## config.mk

```make
export PLATFORM = sky130hd
export DESIGN_NAME = instr_encoder_flat
export DESIGN_NICKNAME = d
export VERILOG_FILES = /design/src/rtl/instr_encoder_if.sv /design/src/rtl/instr_encoder.sv /design/src/flat_wrapper.sv
export SDC_FILE = /design/constraint.sdc
export NUM_CORES = 1
export LEC_CHECK = 0
export CAP_MARGIN = 10
export CORE_MARGIN = 2
export CORE_UTILIZATION = 38
export DETAILED_ROUTE_END_ITERATION = 8
export GPL_ROUTABILITY_DRIVEN = 0
export HOLD_SLACK_MARGIN = 0.03
export PLACE_DENSITY_LB_ADDON = 0.1
export SLEW_MARGIN = 25
export SYNTH_ARGS = -nofsm -noshare
export SYNTH_HDL_FRONTEND = slang
export SYNTH_SLANG_ARGS = --single-unit
```

## constraint.sdc

```tcl
create_clock -name clk -period 2.9 [get_ports clk]
set_clock_uncertainty 0.1 [all_clocks]
set_input_delay 0.58 -clock clk [delete_from_list [all_inputs] [get_ports clk]]
set_output_delay 0.58 -clock clk [all_outputs]
set_load 0.005 [all_outputs]
```

## src/rtl/instr_encoder_if.sv

```systemverilog
// Request channel into the instruction encoder: one symbolic micro-op per
// valid/ready handshake.
interface instr_encoder_if;
   logic        in_valid;
   logic        in_ready;
   logic [3:0]  op;
   logic [4:0]  rs;
   logic [4:0]  rt;
   logic [4:0]  rd;
   logic [15:0] imm;
   logic [25:0] target;

   modport master (output in_valid, op, rs, rt, rd, imm, target, input in_ready);
   modport slave  (input in_valid, op, rs, rt, rd, imm, target, output in_ready);
endinterface

```

## src/rtl/instr_encoder.sv

```systemverilog
// Encodes symbolic micro-ops into MIPS words and streams them into the
// instruction-memory write port starting at BASE_ADDR.
module instr_encoder #(
   parameter int          ADDR_W    = 12,
   parameter logic [31:0] BASE_ADDR = 32'h0000_3000
) (
   input  logic              clk,
   input  logic              reset,
   input  logic              start,
   input  logic              clear,
   instr_encoder_if.slave    req,
   output logic              im_we,
   output logic [31:0]       im_addr,
   output logic [31:0]       im_wdata,
   output logic [ADDR_W:0]   count,
   output logic              full,
   output logic              err
);

   typedef enum logic [1:0] {
      S_IDLE = 2'd0,
      S_RUN  = 2'd1,
      S_FULL = 2'd2,
      S_ERR  = 2'd3
   } state_t;

   localparam logic [ADDR_W:0] CAP = {1'b1, {ADDR_W{1'b0}}};

   state_t            state_r;
   logic              in_ready_r;
   logic              im_we_r;
   logic [31:0]       im_addr_r;
   logic [31:0]       im_wdata_r;
   logic [ADDR_W:0]   count_r;
   logic              full_r;
   logic              err_r;

   logic              accept_s;
   logic              legal_s;
   logic [ADDR_W:0]   count_next_s;
   logic [ADDR_W:0]   accepted_s;
   logic [31:0]       word_s;

   function automatic logic op_legal(input logic [3:0] op);
      return (op <= 4'd9);
   endfunction

   function automatic logic [31:0] encode(input logic [3:0] op, input logic [4:0] rs,
                                          input logic [4:0] rt, input logic [4:0] rd,
                                          input logic [15:0] imm, input logic [25:0] target);
      logic [31:0] w;
      case (op)
         4'd0:    w = 32'h0000_0000;
         4'd1:    w = {6'h00, rs, rt, rd, 5'b00000, 6'h20};
         4'd2:    w = {6'h00, rs, rt, rd, 5'b00000, 6'h22};
         4'd3:    w = {6'h0D, rs, rt, imm};
         4'd4:    w = {6'h23, rs, rt, imm};
         4'd5:    w = {6'h2B, rs, rt, imm};
         4'd6:    w = {6'h04, rs, rt, imm};
         4'd7:    w = {6'h0F, 5'b00000, rt, imm};
         4'd8:    w = {6'h03, target};
         4'd9:    w = {6'h00, rs, 15'b0, 6'h08};
         default: w = 32'h0000_0000;
      endcase
      return w;
   endfunction

   assign req.in_ready = in_ready_r;
   assign im_we        = im_we_r;
   assign im_addr      = im_addr_r;
   assign im_wdata     = im_wdata_r;
   assign count        = count_r;
   assign full         = full_r;
   assign err          = err_r;

   // Handshake decode and occupancy: accepted_s counts words committed after this edge.
   always_comb begin
      accept_s     = req.in_valid && in_ready_r && !clear;
      legal_s      = op_legal(req.op);
      word_s       = encode(req.op, req.rs, req.rt, req.rd, req.imm, req.target);
      count_next_s = count_r + {{ADDR_W{1'b0}}, im_we_r};
      if (accept_s && legal_s) begin
         accepted_s = count_next_s + {{ADDR_W{1'b0}}, 1'b1};
      end else begin
         accepted_s = count_next_s;
      end
   end

   // Control FSM with all outputs registered.
   always_ff @(posedge clk) begin
      if (reset) begin
         state_r    <= S_IDLE;
         in_ready_r <= 1'b0;
         im_we_r    <= 1'b0;
         im_addr_r  <= BASE_ADDR;
         im_wdata_r <= 32'h0000_0000;
         count_r    <= '0;
         full_r     <= 1'b0;
         err_r      <= 1'b0;
      end else begin
         count_r <= count_next_s;
         im_we_r <= accept_s && legal_s;
         if (accept_s && legal_s) begin
            im_wdata_r <= word_s;
            im_addr_r  <= BASE_ADDR + (32'(count_next_s) << 2);
         end else begin
            im_wdata_r <= im_wdata_r;
            im_addr_r  <= im_addr_r;
         end
         if (clear) begin
            state_r    <= S_IDLE;
            in_ready_r <= 1'b0;
            err_r      <= 1'b0;
         end else begin
            case (state_r)
               S_IDLE: begin
                  if (start) begin
                     state_r    <= S_RUN;
                     count_r    <= '0;
                     full_r     <= 1'b0;
                     in_ready_r <= 1'b1;
                  end else begin
                     in_ready_r <= 1'b0;
                  end
               end
               S_RUN: begin
                  if (accept_s && !legal_s) begin
                     state_r    <= S_ERR;
                     err_r      <= 1'b1;
                     in_ready_r <= 1'b0;
                  end else if (count_next_s == CAP) begin
                     state_r    <= S_FULL;
                     full_r     <= 1'b1;
                     in_ready_r <= 1'b0;
                  end else begin
                     // Drop ready as soon as the last slot has been claimed.
                     in_ready_r <= (accepted_s < CAP);
                  end
               end
               S_FULL:  in_ready_r <= 1'b0;
               S_ERR:   in_ready_r <= 1'b0;
               default: begin
                  state_r    <= S_IDLE;
                  in_ready_r <= 1'b0;
               end
            endcase
         end
      end
   end

endmodule

```

## src/flat_wrapper.sv

```systemverilog
// flat-port wrapper written by rule: the top's interface ports become plain ports
module instr_encoder_flat 
#(
   parameter int          ADDR_W    = 12,
   parameter logic [31:0] BASE_ADDR = 32'h0000_3000
)
  (clk, reset, start, clear, im_we, im_addr, im_wdata, count, full, err, req_in_valid, req_op, req_rs, req_rt, req_rd, req_imm, req_target, req_in_ready);
  instr_encoder_if req_i ();
  input  logic clk;
  input  logic reset;
  input  logic start;
  input  logic clear;
  output logic im_we;
  output logic [31:0] im_addr;
  output logic [31:0] im_wdata;
  output logic [ADDR_W:0] count;
  output logic full;
  output logic err;
  input wire logic [$bits(req_i.in_valid)-1:0] req_in_valid;
  input wire logic [$bits(req_i.op)-1:0] req_op;
  input wire logic [$bits(req_i.rs)-1:0] req_rs;
  input wire logic [$bits(req_i.rt)-1:0] req_rt;
  input wire logic [$bits(req_i.rd)-1:0] req_rd;
  input wire logic [$bits(req_i.imm)-1:0] req_imm;
  input wire logic [$bits(req_i.target)-1:0] req_target;
  output wire logic [$bits(req_i.in_ready)-1:0] req_in_ready;
  assign req_i.in_valid = req_in_valid;
  assign req_i.op = req_op;
  assign req_i.rs = req_rs;
  assign req_i.rt = req_rt;
  assign req_i.rd = req_rd;
  assign req_i.imm = req_imm;
  assign req_i.target = req_target;
  assign req_in_ready = req_i.in_ready;
  instr_encoder #(.ADDR_W(ADDR_W), .BASE_ADDR(BASE_ADDR)) u_core (.clk(clk), .reset(reset), .start(start), .clear(clear), .req(req_i), .im_we(im_we), .im_addr(im_addr), .im_wdata(im_wdata), .count(count), .full(full), .err(err));
endmodule
```

Yosys cells after proc, flatten, opt, wreduce, memory -nomap -nowiden
Cells that the tools add are included.
- register bits: 83
- output and inout bits: 81
- logic and storage cells: 61
- equal/unequal tests: 17
- $lt $le $gt $ge: 2
- reduce and logical (&&, ||, !) cells: 13
- muxes and demuxes: 17
- add/sub/neg operators: 3
- bitwise gates (word level): 1
- operator list (cell ; count):
    32-bit case mux with 9 select lines ; 1
    13-bit two-way mux ; 4
    14-bit by 15-bit adder with 16-bit output (first input constant) ; 1
    4-bit by 3-bit equality test with 1-bit output (second input constant) ; 4
    13-bit by 1-bit adder with 13-bit output ; 1
    13-bit by 1-bit adder with 13-bit output (second input constant) ; 1
    13-bit equality test (second input constant) ; 1
    13-bit less-than comparator (second input constant) ; 1
    4-bit by 2-bit equality test with 1-bit output (second input constant) ; 2
    4-bit equality test (second input constant) ; 2
    1-bit two-way mux ; 6
    2-bit two-way mux ; 3
    5-bit AND reduction ; 1
    2-bit equality test (second input constant) ; 2
    4-bit by 1-bit equality test with 1-bit output (second input constant) ; 1
    4-bit <= comparator (second input constant) ; 1
    1-bit logical AND ; 4
    2-bit inequality test (second input constant) ; 2
    2-bit case mux with 2 select lines ; 1
    2-bit OR reduction ; 2
    3-bit by 1-bit inequality test with 1-bit output (second input constant) ; 1
    1-bit case mux with 3 select lines ; 1
    3-bit AND reduction ; 1
    2-bit by 1-bit equality test with 1-bit output (second input constant) ; 1
    7 further kinds ; 8

Depth between registers and ports, before layout
Gate-level depths: netlist of the first run.
- depth in word-level cells: 8
- gate-level depth with buffers: 13

Worst setup path after synthesis of the first run
No wires, ideal clock.
- kind: reg-to-reg
- from: reg u_core.im_we_r (netlist: u_core.im_we)
- to: reg u_core.in_ready_r (netlist: u_core.req.in_ready)
- path slack: 93 ps
- stages on the path, launching flop included: 14
- library setup time: 130 ps
- required time: 2670 ps
- clock period less this slack: 2807 ps
- data arrival time: 2577 ps
- cell sequence: dfxtp_1 > ha_1 > buf_6 > nand3_1 > nor4_1 > xnor2_1 > inv_1 > ha_1 > nand4_1 > or2_0 > or4b_1 > nor4_2 > xnor2_1 > o22ai_2
- word-level cells in the longest chain between the ends: 7
- elaborated cells between the ends (all ways): 8
- those cells by class: add/sub (2); order compare (1); eq/ne (1); mux (4)
- RTL lines (what ; line ; text):
    start, declared ; instr_encoder.sv:31 ; logic im_we_r;
    start signal, assigned ; instr_encoder.sv:102 ; im_we_r <= accept_s && legal_s;
    13-bit by 1-bit adder with 13-bit output (*) ; instr_encoder.sv:81 ; count_next_s = count_r + {{ADDR_W{1'b0}}, im_we_r};
    13-bit by 1-bit adder with 13-bit output ; instr_encoder.sv:83 ; accepted_s = count_next_s + {{ADDR_W{1'b0}}, 1'b1};
    13-bit two-way mux ; instr_encoder.sv:82 ; if (accept_s && legal_s) begin
    13-bit less-than comparator ; instr_encoder.sv:137 ; in_ready_r <= (accepted_s < CAP);
    1-bit two-way mux (*) ; instr_encoder.sv:131 ; end else if (count_next_s == CAP) begin
    1-bit two-way mux (*) ; instr_encoder.sv:127 ; if (accept_s && !legal_s) begin
    1-bit case mux with 3 select lines (*) ; instr_encoder.sv:115 ; case (state_r)
    end signal, assigned ; instr_encoder.sv:137 ;
    end, declared ; instr_encoder.sv:30 ; logic in_ready_r;
Every way passes the cells marked *; elsewhere a longest branch is shown, timed or not.
A chain may end at the register's enable or synchronous reset.

Worst setup path after layout of the first run
- from: reg u_core.count_r[4] (netlist: u_core.count[4])
- to: reg u_core.in_ready_r (netlist: u_core.req.in_ready)
- word-level cells in the longest chain between the ends: 7
- elaborated cells between the ends (all ways): 8
- those cells by class: add/sub (2); order compare (1); eq/ne (1); mux (4)
- RTL lines (what ; line ; text):
    start, declared ; instr_encoder.sv:34 ; logic [ADDR_W:0] count_r;
    start signal, assigned ; instr_encoder.sv:101 ; count_r <= count_next_s;
    13-bit by 1-bit adder with 13-bit output (*) ; instr_encoder.sv:81 ;
    13-bit by 1-bit adder with 13-bit output ; instr_encoder.sv:83 ;
    13-bit two-way mux ; instr_encoder.sv:82 ;
    13-bit less-than comparator ; instr_encoder.sv:137 ;
    1-bit two-way mux (*) ; instr_encoder.sv:131 ;
    1-bit two-way mux (*) ; instr_encoder.sv:127 ;
    1-bit case mux with 3 select lines (*) ; instr_encoder.sv:115 ;
Marked as above.

==> results of run 1 <==
[per-stage QoR]
stage	cell area [um^2]	hold slack [ns]
global placement	4620	0.348
CTS	4840	0.360
global route	4890	0.393
detailed placement	4620	0.351
floorplan	3310	0.353
finish	4890	0.360
[synthesized netlist by cell type (3+ instances only)]
| cell | instances |
|---|---|
| a211oi_1 | 16 |
| a21oi_1 | 35 |
| a222oi_1 | 5 |
| a22oi_1 | 13 |
| a31oi_1 | 7 |
| and2_1 | 3 |
| and3_1 | 6 |
| buf_2 | 6 |
| buf_4 | 20 |
| clkbuf_1 | 20 |
| dfxtp_1 | 64 |
| ha_1 | 5 |
| inv_1 | 7 |
| nand2_1 | 14 |
| nand2b_1 | 5 |
| nand3_1 | 7 |
| nor2_1 | 82 |
| nor3_1 | 6 |
| nor3b_1 | 3 |
| nor4_1 | 3 |
| o21ai_0 | 4 |
| o22ai_1 | 5 |
| xnor2_1 | 8 |
| xor2_1 | 6 |
[state kept, by name (all words and copies together) (netlist names)]
name                 cells
u_core.im_wdata         31
u_core.req.in_ready      1
u_core.count            13
u_core.state_r           2
u_core.full              1
u_core.err               1
u_core.im_addr          14
u_core.im_we             1
[final cells by class]
class                      instances  area share [%]
sequential                        64            26.3
timing repair buffer             152            29.7
clock inverter                     2           0.716
multi-input combinational        290            36.3
tap                              105            2.69
clock buffer                      14            3.73
inverter                           7           0.537
[path summary, 6_finish.rpt]
path	from	end	slack, ns	cells past startpoint
max	u_core.count[4]	u_core.req.in_ready	0.16	11
min reg2reg	u_core.im_addr[4]	u_core.im_addr[4]	0.36	2
max reg2reg	u_core.count[4]	u_core.req.in_ready	0.16	11
min	u_core.im_addr[4]	u_core.im_addr[4]	0.36	2
[power by group]
group | internal, W | switching, W | leakage (nW) | total (W)
Clock | 0.000491 | 0.000337 | 0.113 | 0.000827
Sequential | 0.000887 | 0.00000547 | 0.519 | 0.000893
Combinational | 0.000128 | 0.0000940 | 1.25 | 0.000222
[tightest hold or removal path: stages, from the launching register on]
cell     delay [ns]
dfxtp_1        0.31
nand2_1        0.05
a21oi_1        0.05
[per-layer routing]
layer  part of all wire, %  vias up  GRT usage (%)
met5                     0        -              0
met4                   2.2        0           8.80
met3                   6.0       19           4.27
met2                    47      136           30.7
met1                    45     1521           29.2
li1                      -     1607              -
[cells by family after synthesis]
family | after synthesis | share of synthesized area, %
other | 1 | 0.116
DFF | 64 | 39.5
adders and majority gates | 5 | 1.93
muxes | 3 | 1.00
xor gates and xnor gates | 16 | 5.13
AOI/OAI and AO/OA | 97 | 19.9
buffers and inverters | 55 | 9.37
and+or+nand+nor | 150 | 23.1
==> impl_metrics.toml, run 1 <==
[die]
coreArea_um2 = 8260
die_w_um = 96.4
die_h_um = 96.4
start_util_pct = 39.3
die_area_um2 = 9290
rows = 33
pin_count = 147

[drt]
drt_pass1_iterations = 8
wl_per_cell_um = 15.2
vias = 3283
drt-total-wl_um = 9630
drc_errors = 0
via_per_inst = 5.18
ant_nets = 0
initialDrtViolationCount = 184

[power_and_ir_drop]
power_w = 0.00194
leakagePower_nw = 1.88
pwr_density_cell_nw_per_um2 = 397
ir_drop_mv = 0.260

[sta]
clock.fmax_mhz = 365
setup_viol = 0
rsz0062_at_grt = "false"
worst_pin_slew_ns = 0.839
finalSetupTns_ns = 0
layout_setup_ws_ns = 0.162
finalMaxSlewViolations = 0
period_needed_ns = 2.74
hold_violations = 0
slew_headroom_pct = 43.6
fin_crit_sh_pct = 94.4

[setup_path]
crit_buf_inv = 1
critical_path.top_delay_family = "simple AND/OR/NAND/NOR gates"
slowest_delay_ns = 0.53
setup.worst_path.start_class = "flop"
required_ns = 3.02
cp_cell_sequence = "nand3_2 > nor4_4 > xnor2_1 > inv_1 > ha_1 > nand4_1 > or2_0 > or4b_4 > nor4_4 > xnor2_1 > o22ai_2"
crit_path_end_kind = "flop"
path_max_fanout = 4
arrival_ns = 2.86
crit_slowest_cell = "or4b_4"
crit_type = "flop to flop"

[finish]
multi_input_area_um2 = 1770
fin_cells = 634
final_core_util_pct = 59.2
diodes = 0
final_net_count = 595
layout_commonest_cell = "clkdlybuf4s50_1"
n_fill_cell = 743
drive_above_1_share_pct = 12.1
layout_common_cells = "126 x clkdlybuf4s50_1, 82 x nor2_1, 59 x dfxtp_1"
seqCellArea_um2 = 1290
syn_to_final_growth_pct = 50.8

[run_status]
outcome = "complete, no violations"

[run]
drv_cap = 0

[placed_design]
place_ws_ns = 0.103
port_buffers = 127
dp_hpwl_um = 6990
placed_cells = 618

[logic_synthesis]
synth.top_cells.by_area = "dfxtp_1 40%, nor2_1 9.5%, a21oi_1 5.4%"
synthFlopType = "dfxtp_1"
ys_seq_elements = 64
netlist_area_um2 = 3240
syn-instance-count = 391
ys_warn_count = 0
yosys.area.top_type = "dfxtp_1"
avgSynthCellArea_um2 = 8.29
synth_edf_count = 0
synth_top_cell_area_share_pct = 39.5
seq_area_frac_synth_pct = 39.5
synth_cell_types = 57
async_flop_share_pct = 0

[clock_tree]
clk-insertion-delay-late_ns = 0.33
cts_buffer_depth = 2
clk_pin_slew_ns = 0.07
cts_resized = 0
cts_tree = "yes"
numCtsBuffers = 9
clkSinkCount = 64
clockRootBuffer = "clkbuf_8"
h-tree-depth = 3
postCtsSetupRepairBufs = 0
cts_hold_buf = 0

[global_routing]
track_usage_pct = 20.7
grt_antenna_before_repair = 0
grt_pass1_vias = 2920
grt_pass1_wl_um = 14600
grt_max_degree = 46
overflow = 0

[min_path]
hold_path.class = "flop to flop"
(Power assumes the default switching activity.)
==> run 2, diff against run 1 <==
Settings changed: SETUP_SLACK_MARGIN set to 0.2.
==> run 2 against run 1 <==
  * Maximum frequency rose by 4.6%
  * Via count fell by 0.52%
  * Global-route usage fell by 0.25 points
  * Largest power group unchanged
  * Critical path depth rose by 1
  * First-iteration DRC count fell by 22%
  * Utilization rose by 0.74 points
  * Die area did not move
  * Sequential power fell by 0.4%
==> impl_metrics.toml, run 2 (synthesis gave the netlist of run 1 again) <==
[sta]
fin_hold_ws_ns = 0.357
worst_pin_slew_ns = 0.851
finalSetupTns_ns = 0
clock.fmax_mhz = 382
hold_violations = 0
period_needed_ns = 2.62
slew_headroom_pct = 42.9
setup_viol = 0
finalMaxSlewViolations = 0
fin_crit_sh_pct = 90.3
rsz0062_at_grt = "true"

[setup_path]
path_max_fanout = 3
crit_type = "flop to flop"
reg2reg_depth = 12
arrival_ns = 2.72
cp_cell_sequence = "ha_2 > and2_4 > nand3_1 > xor2_1 > inv_1 > ha_1 > nand4_1 > or2_0 > or4b_4 > nor4_4 > xnor2_1 > o22ai_2"
reg2reg_from = "u_core.im_we"
critical_path.top_delay_family = "simple AND/OR/NAND/NOR gates"
slowest_delay_ns = 0.54
crit_buf_inv = 1
setup.worst_path.start_class = "flop"
r2r-end = "u_core.req.in_ready"
r2r_slack_ns = 0.28
crit_path_end_kind = "flop"
required_ns = 3.00
crit_slowest_cell = "or4b_4"

[clock_tree]
clk_pin_slew_ns = 0.07
cts_buffer_depth = 2
cts_hold_buf = 0
clockRootBuffer = "clkbuf_8"
h-tree-depth = 3
numCtsBuffers = 9
clkSinkCount = 64
clk-insertion-delay-late_ns = 0.33
cts_tree = "yes"

[finish]
drive_above_1_share_pct = 14.5
layout_commonest_cell = "clkdlybuf4s50_1"
largest_register_ff_count = 31
final_core_util_pct = 60.0
syn_to_final_growth_pct = 52.7
final_net_count = 596
layout_common_cells = "126 x clkdlybuf4s50_1, 82 x nor2_1, 52 x dfxtp_1"
diodes = 0
n_fill_cell = 776

[drt]
initialDrtViolationCount = 144
drt_pass1_iterations = 8
drt-total-wl_um = 9660
wl_per_cell_um = 15.2
drc_errors = 0
via_per_inst = 5.14
ant_nets = 0
vias = 3266

[placed_design]
dp_hpwl_um = 7060
port_buffers = 127

[global_routing]
grt_pass1_wl_um = 14700
overflow = 0
grt_max_degree = 50
grt_antenna_before_repair = 0
track_usage_pct = 20.5
grt_pass1_vias = 3005

[die]
die_h_um = 96.4
pin_count = 147
die_w_um = 96.4
coreArea_um2 = 8260
rows = 33
start_util_pct = 39.3
die_area_um2 = 9290

[power_and_ir_drop]
clkPwrFrac_pct = 41.6
power_frac_seq_pct = 46.7
leakagePower_nw = 1.87
swShare_pct = 24.6
pwr_density_cell_nw_per_um2 = 384
power.internal_w = 0.00143
ir_drop_mv = 0.194
power_frac_comb_pct = 11.7
p_sw_w = 0.000468

[min_path]
hold_path.class = "flop to flop"
hold_end = "u_core.im_addr[4]"
worstHoldStart = "u_core.im_addr[4]"
hold-path-cell-count = 2

[run_status]
outcome = "complete, no violations"

[run]
drv_cap = 0
## run 2: changes by cell type in the layout (fill, tap and decap cells not counted), sizes merged
cell      delta
buf          +1
clkbuf       -4
clkinv       +1
clkinvlp     +2
inv          +1
## run 2: through the flow
stage	power, W	setup slack (ns)	area [um^2]	std cells
after global placement	0.00113	0.213	4620	616
after detailed placement	0.00113	0.122	4620	616
after floorplan	0.00102	0.197	3320	409
after CTS	0.00192	0.165	4880	633
after global routing	0.00198	0.109	4950	635
final	0.00190	0.283	4950	635
## run 2: what timing repair did
item / in CTS / in global routing
endpoints found under the setup margin: 1 / 2
gates resized for setup: 14 / 16
setup buffers: 1 / 2
cloned: 0 / 0
pin swaps: 5 / 3
## run 2: worst min-delay path: stages, from the launching register on
cell and delay, ns:
dfxtp_1 0.31, nand2_1 0.05, a21oi_1 0.05
## run 2: how the worst max path moves through the flow
stage                     from             endpoint  slack (ns)  depth (start not counted)
2_1_floorplan     u_core.im_we  u_core.req.in_ready        0.20                         13
3_5_place_dp   u_core.count[8]  u_core.req.in_ready        0.12                         11
6_report          u_core.im_we  u_core.req.in_ready        0.28                         12
4_1_cts           u_core.im_we  u_core.req.in_ready        0.17                         12
3_3_place_gp   u_core.count[8]  u_core.req.in_ready        0.21                         11
5_1_grt        u_core.count[0]  u_core.req.in_ready        0.11                         12
## run 2: power groups by stage
stage	clock network [W]	logic, W	registers, W
3_5_place_dp	0	0.000222	0.000913
3_3_place_gp	0	0.000220	0.000913
2_1_floorplan	0	0.000107	0.000913
4_1_cts	0.000803	0.000223	0.000892
5_1_grt	0.000851	0.000244	0.000890
6_report	0.000791	0.000223	0.000889
## run 2: layout make-up
cell class,count,area [um^2],share of cell area (%)
timing repair buffer,153,1460,29.5
clock inverter,6,67.6,1.36
inverter,7,26.3,0.531
sequential,64,1310,26.4
clock buffer,10,138,2.78
multi-input combinational,290,1820,36.8
tap,105,131,2.65
## run 2: per-layer routing
metal	vias up	share of wire, %	wire length [um]	track usage (%)
li1	1612	-	-	-
met1	1523	44	4290	27.4
met2	118	47	4570	32.4
met3	13	6.2	595	4.50
met4	0	2.1	203	7.51
met5	-	0	0	0
==> run 3, diff against run 2 <==
Settings changed: CELL_PAD_IN_SITES_DETAIL_PLACEMENT set to 1, CELL_PAD_IN_SITES_GLOBAL_PLACEMENT set to 1, CORE_UTILIZATION 38 to 27, SETUP_SLACK_MARGIN 0.2 to 0.5.
==> run 3 against run 2 <==
  * Utilization decreased by 16 points
  * Combinational power increased by 2%
  * Hold slack improved by 0.0061 ns
  * Design area increased by 4.4%
  * Routed wire length increased by 16%
  * Cell count increased by 7.6%
  * Register-to-register slack got worse by 0.02 ns
  * Power increased by 14%
  * First-iteration DRC count increased by 2.8%
  * Worst setup slack got worse by 0.019 ns
  * Die area increased by 39%
  * Largest cell class unchanged
  * Highest routed layer unchanged
==> impl_metrics.toml, run 3 (synthesis gave the netlist of run 1 again) <==
[run_status]
outcome = "complete, no violations"

[die]
coreArea_um2 = 11900
die_area_um2 = 12900
rows = 40
die_w_um = 114
die_h_um = 114
start_util_pct = 27.3
pin_count = 147

[clock_tree]
numCtsBuffers = 9
h-tree-depth = 3
cts_buffer_depth = 2
clk_pin_slew_ns = 0.05
clockRootBuffer = "clkbuf_16"
cts_tree = "yes"
clkSinkCount = 64
cts_hold_buf = 0
clk-insertion-delay-late_ns = 0.33

[setup_path]
slowest_delay_ns = 0.53
crit_type = "flop to flop"
reg2reg_from = "u_core.im_we"
path_max_fanout = 3
worstSetupStartpoint = "u_core.im_we"
setup.worst_path.start_class = "flop"
required_ns = 3.01
crit_path_end_kind = "flop"
crit_slowest_cell = "or4b_4"
critical_path.top_delay_family = "simple AND/OR/NAND/NOR gates"
crit_buf_inv = 1
cp_cell_sequence = "ha_4 > and2_4 > nand3_2 > xor2_2 > inv_1 > ha_1 > nand4_1 > or2_1 > or4b_4 > nor4_4 > xnor2_1 > o22ai_2"
arrival_ns = 2.74
r2r_slack_ns = 0.26

[power_and_ir_drop]
ir_drop_mv = 0.207
p_sw_w = 0.000495
pwr_density_cell_nw_per_um2 = 420
power_frac_comb_pct = 10.5
power_frac_seq_pct = 41.0
power.internal_w = 0.00168
clkPwrFrac_pct = 48.4
leakagePower_nw = 1.95
swShare_pct = 22.8

[finish]
layout_commonest_cell = "clkdlybuf4s50_1"
largest_register_ff_count = 31
drive_above_1_share_pct = 15.5
fin_area_um2 = 5170
syn_to_final_growth_pct = 59.5
diodes = 0
final_net_count = 602
layout_common_cells = "126 x clkdlybuf4s50_1, 82 x nor2_1, 54 x dfxtp_1"

[global_routing]
grt_pass1_vias = 3448
overflow = 0
grt_max_degree = 34
track_usage_pct = 17.2
grt_pass1_wl_um = 17500
grt_antenna_before_repair = 0

[drt]
drc_errors = 0
initialDrtViolationCount = 148
drt-total-wl_um = 11200
ant_nets = 0
wl_per_cell_um = 16.5
drt_pass1_iterations = 4
via_per_inst = 4.83
vias = 3301

[placed_design]
place_ws_ns = 0.196
dp_hpwl_um = 8040
port_buffers = 127
place_area_um2 = 4710

[sta]
rsz0062_at_grt = "true"
fin_crit_sh_pct = 90.9
period_needed_ns = 2.64
finalSetupTns_ns = 0
slew_headroom_pct = 62.8
layout_setup_ws_ns = 0.264
clock.fmax_mhz = 379
hold_violations = 0
worst_pin_slew_ns = 0.554
finalMaxSlewViolations = 0
setup_viol = 0

[run]
drv_cap = 0

[min_path]
worstHoldStart = "u_core.im_addr[13]"
hold_path.class = "flop to flop"
-- run 3: repair_timing --
item | in CTS | in global routing
pin swaps | 6 | 9
buffers inserted | 1 | 3
gates resized for setup | 17 | 21
endpoints found under the setup margin | 4 | 9
-- run 3: layout make-up --
cell class / instances / area [um^2]
well taps: 147 / 184
multi-input cells: 290 / 1870
fillers: 1406 / 6690
repair buffers: 159 / 1510
flip-flops and latches: 64 / 1300
inverters: 7 / 26.3
clock buffers: 12 / 236
clock inverters: 4 / 45.0
-- run 3: layer usage --
metal	global-route usage, %	share of wire (%)	vias up
li1	-	-	1624
met1	20.9	44	1560
met2	28.6	47	105
met3	6.11	7.8	12
met4	5.61	1.3	0
met5	0	0	-
-- run 3: power by group through the flow --
stage               Sequential [W]  Combinational (W)  Clock (W)
floorplan                 0.000913           0.000107          0
global placement          0.000913           0.000226          0
detailed placement        0.000913           0.000229          0
CTS                       0.000893           0.000230    0.00108
global route              0.000891           0.000250    0.00112
finish                    0.000891           0.000228    0.00105
-- run 3: stage by stage --
stage	hold slack [ns]	power (W)	utilization, %	instances
2_1_floorplan	0.353	0.00102	-	409
3_3_place_gp	0.349	0.00114	39.7	663
3_5_place_dp	0.353	0.00114	39.7	663
4_1_cts	0.366	0.00220	42.7	680
5_1_grt	0.397	0.00226	43.6	683
6_report	0.363	0.00217	43.6	683
-- run 3: worst paths after layout --
check / end / depth (start not counted)
min: u_core.im_addr[13] / 1
min reg2reg: u_core.im_addr[13] / 1
max reg2reg: u_core.req.in_ready / 12
max: u_core.req.in_ready / 12
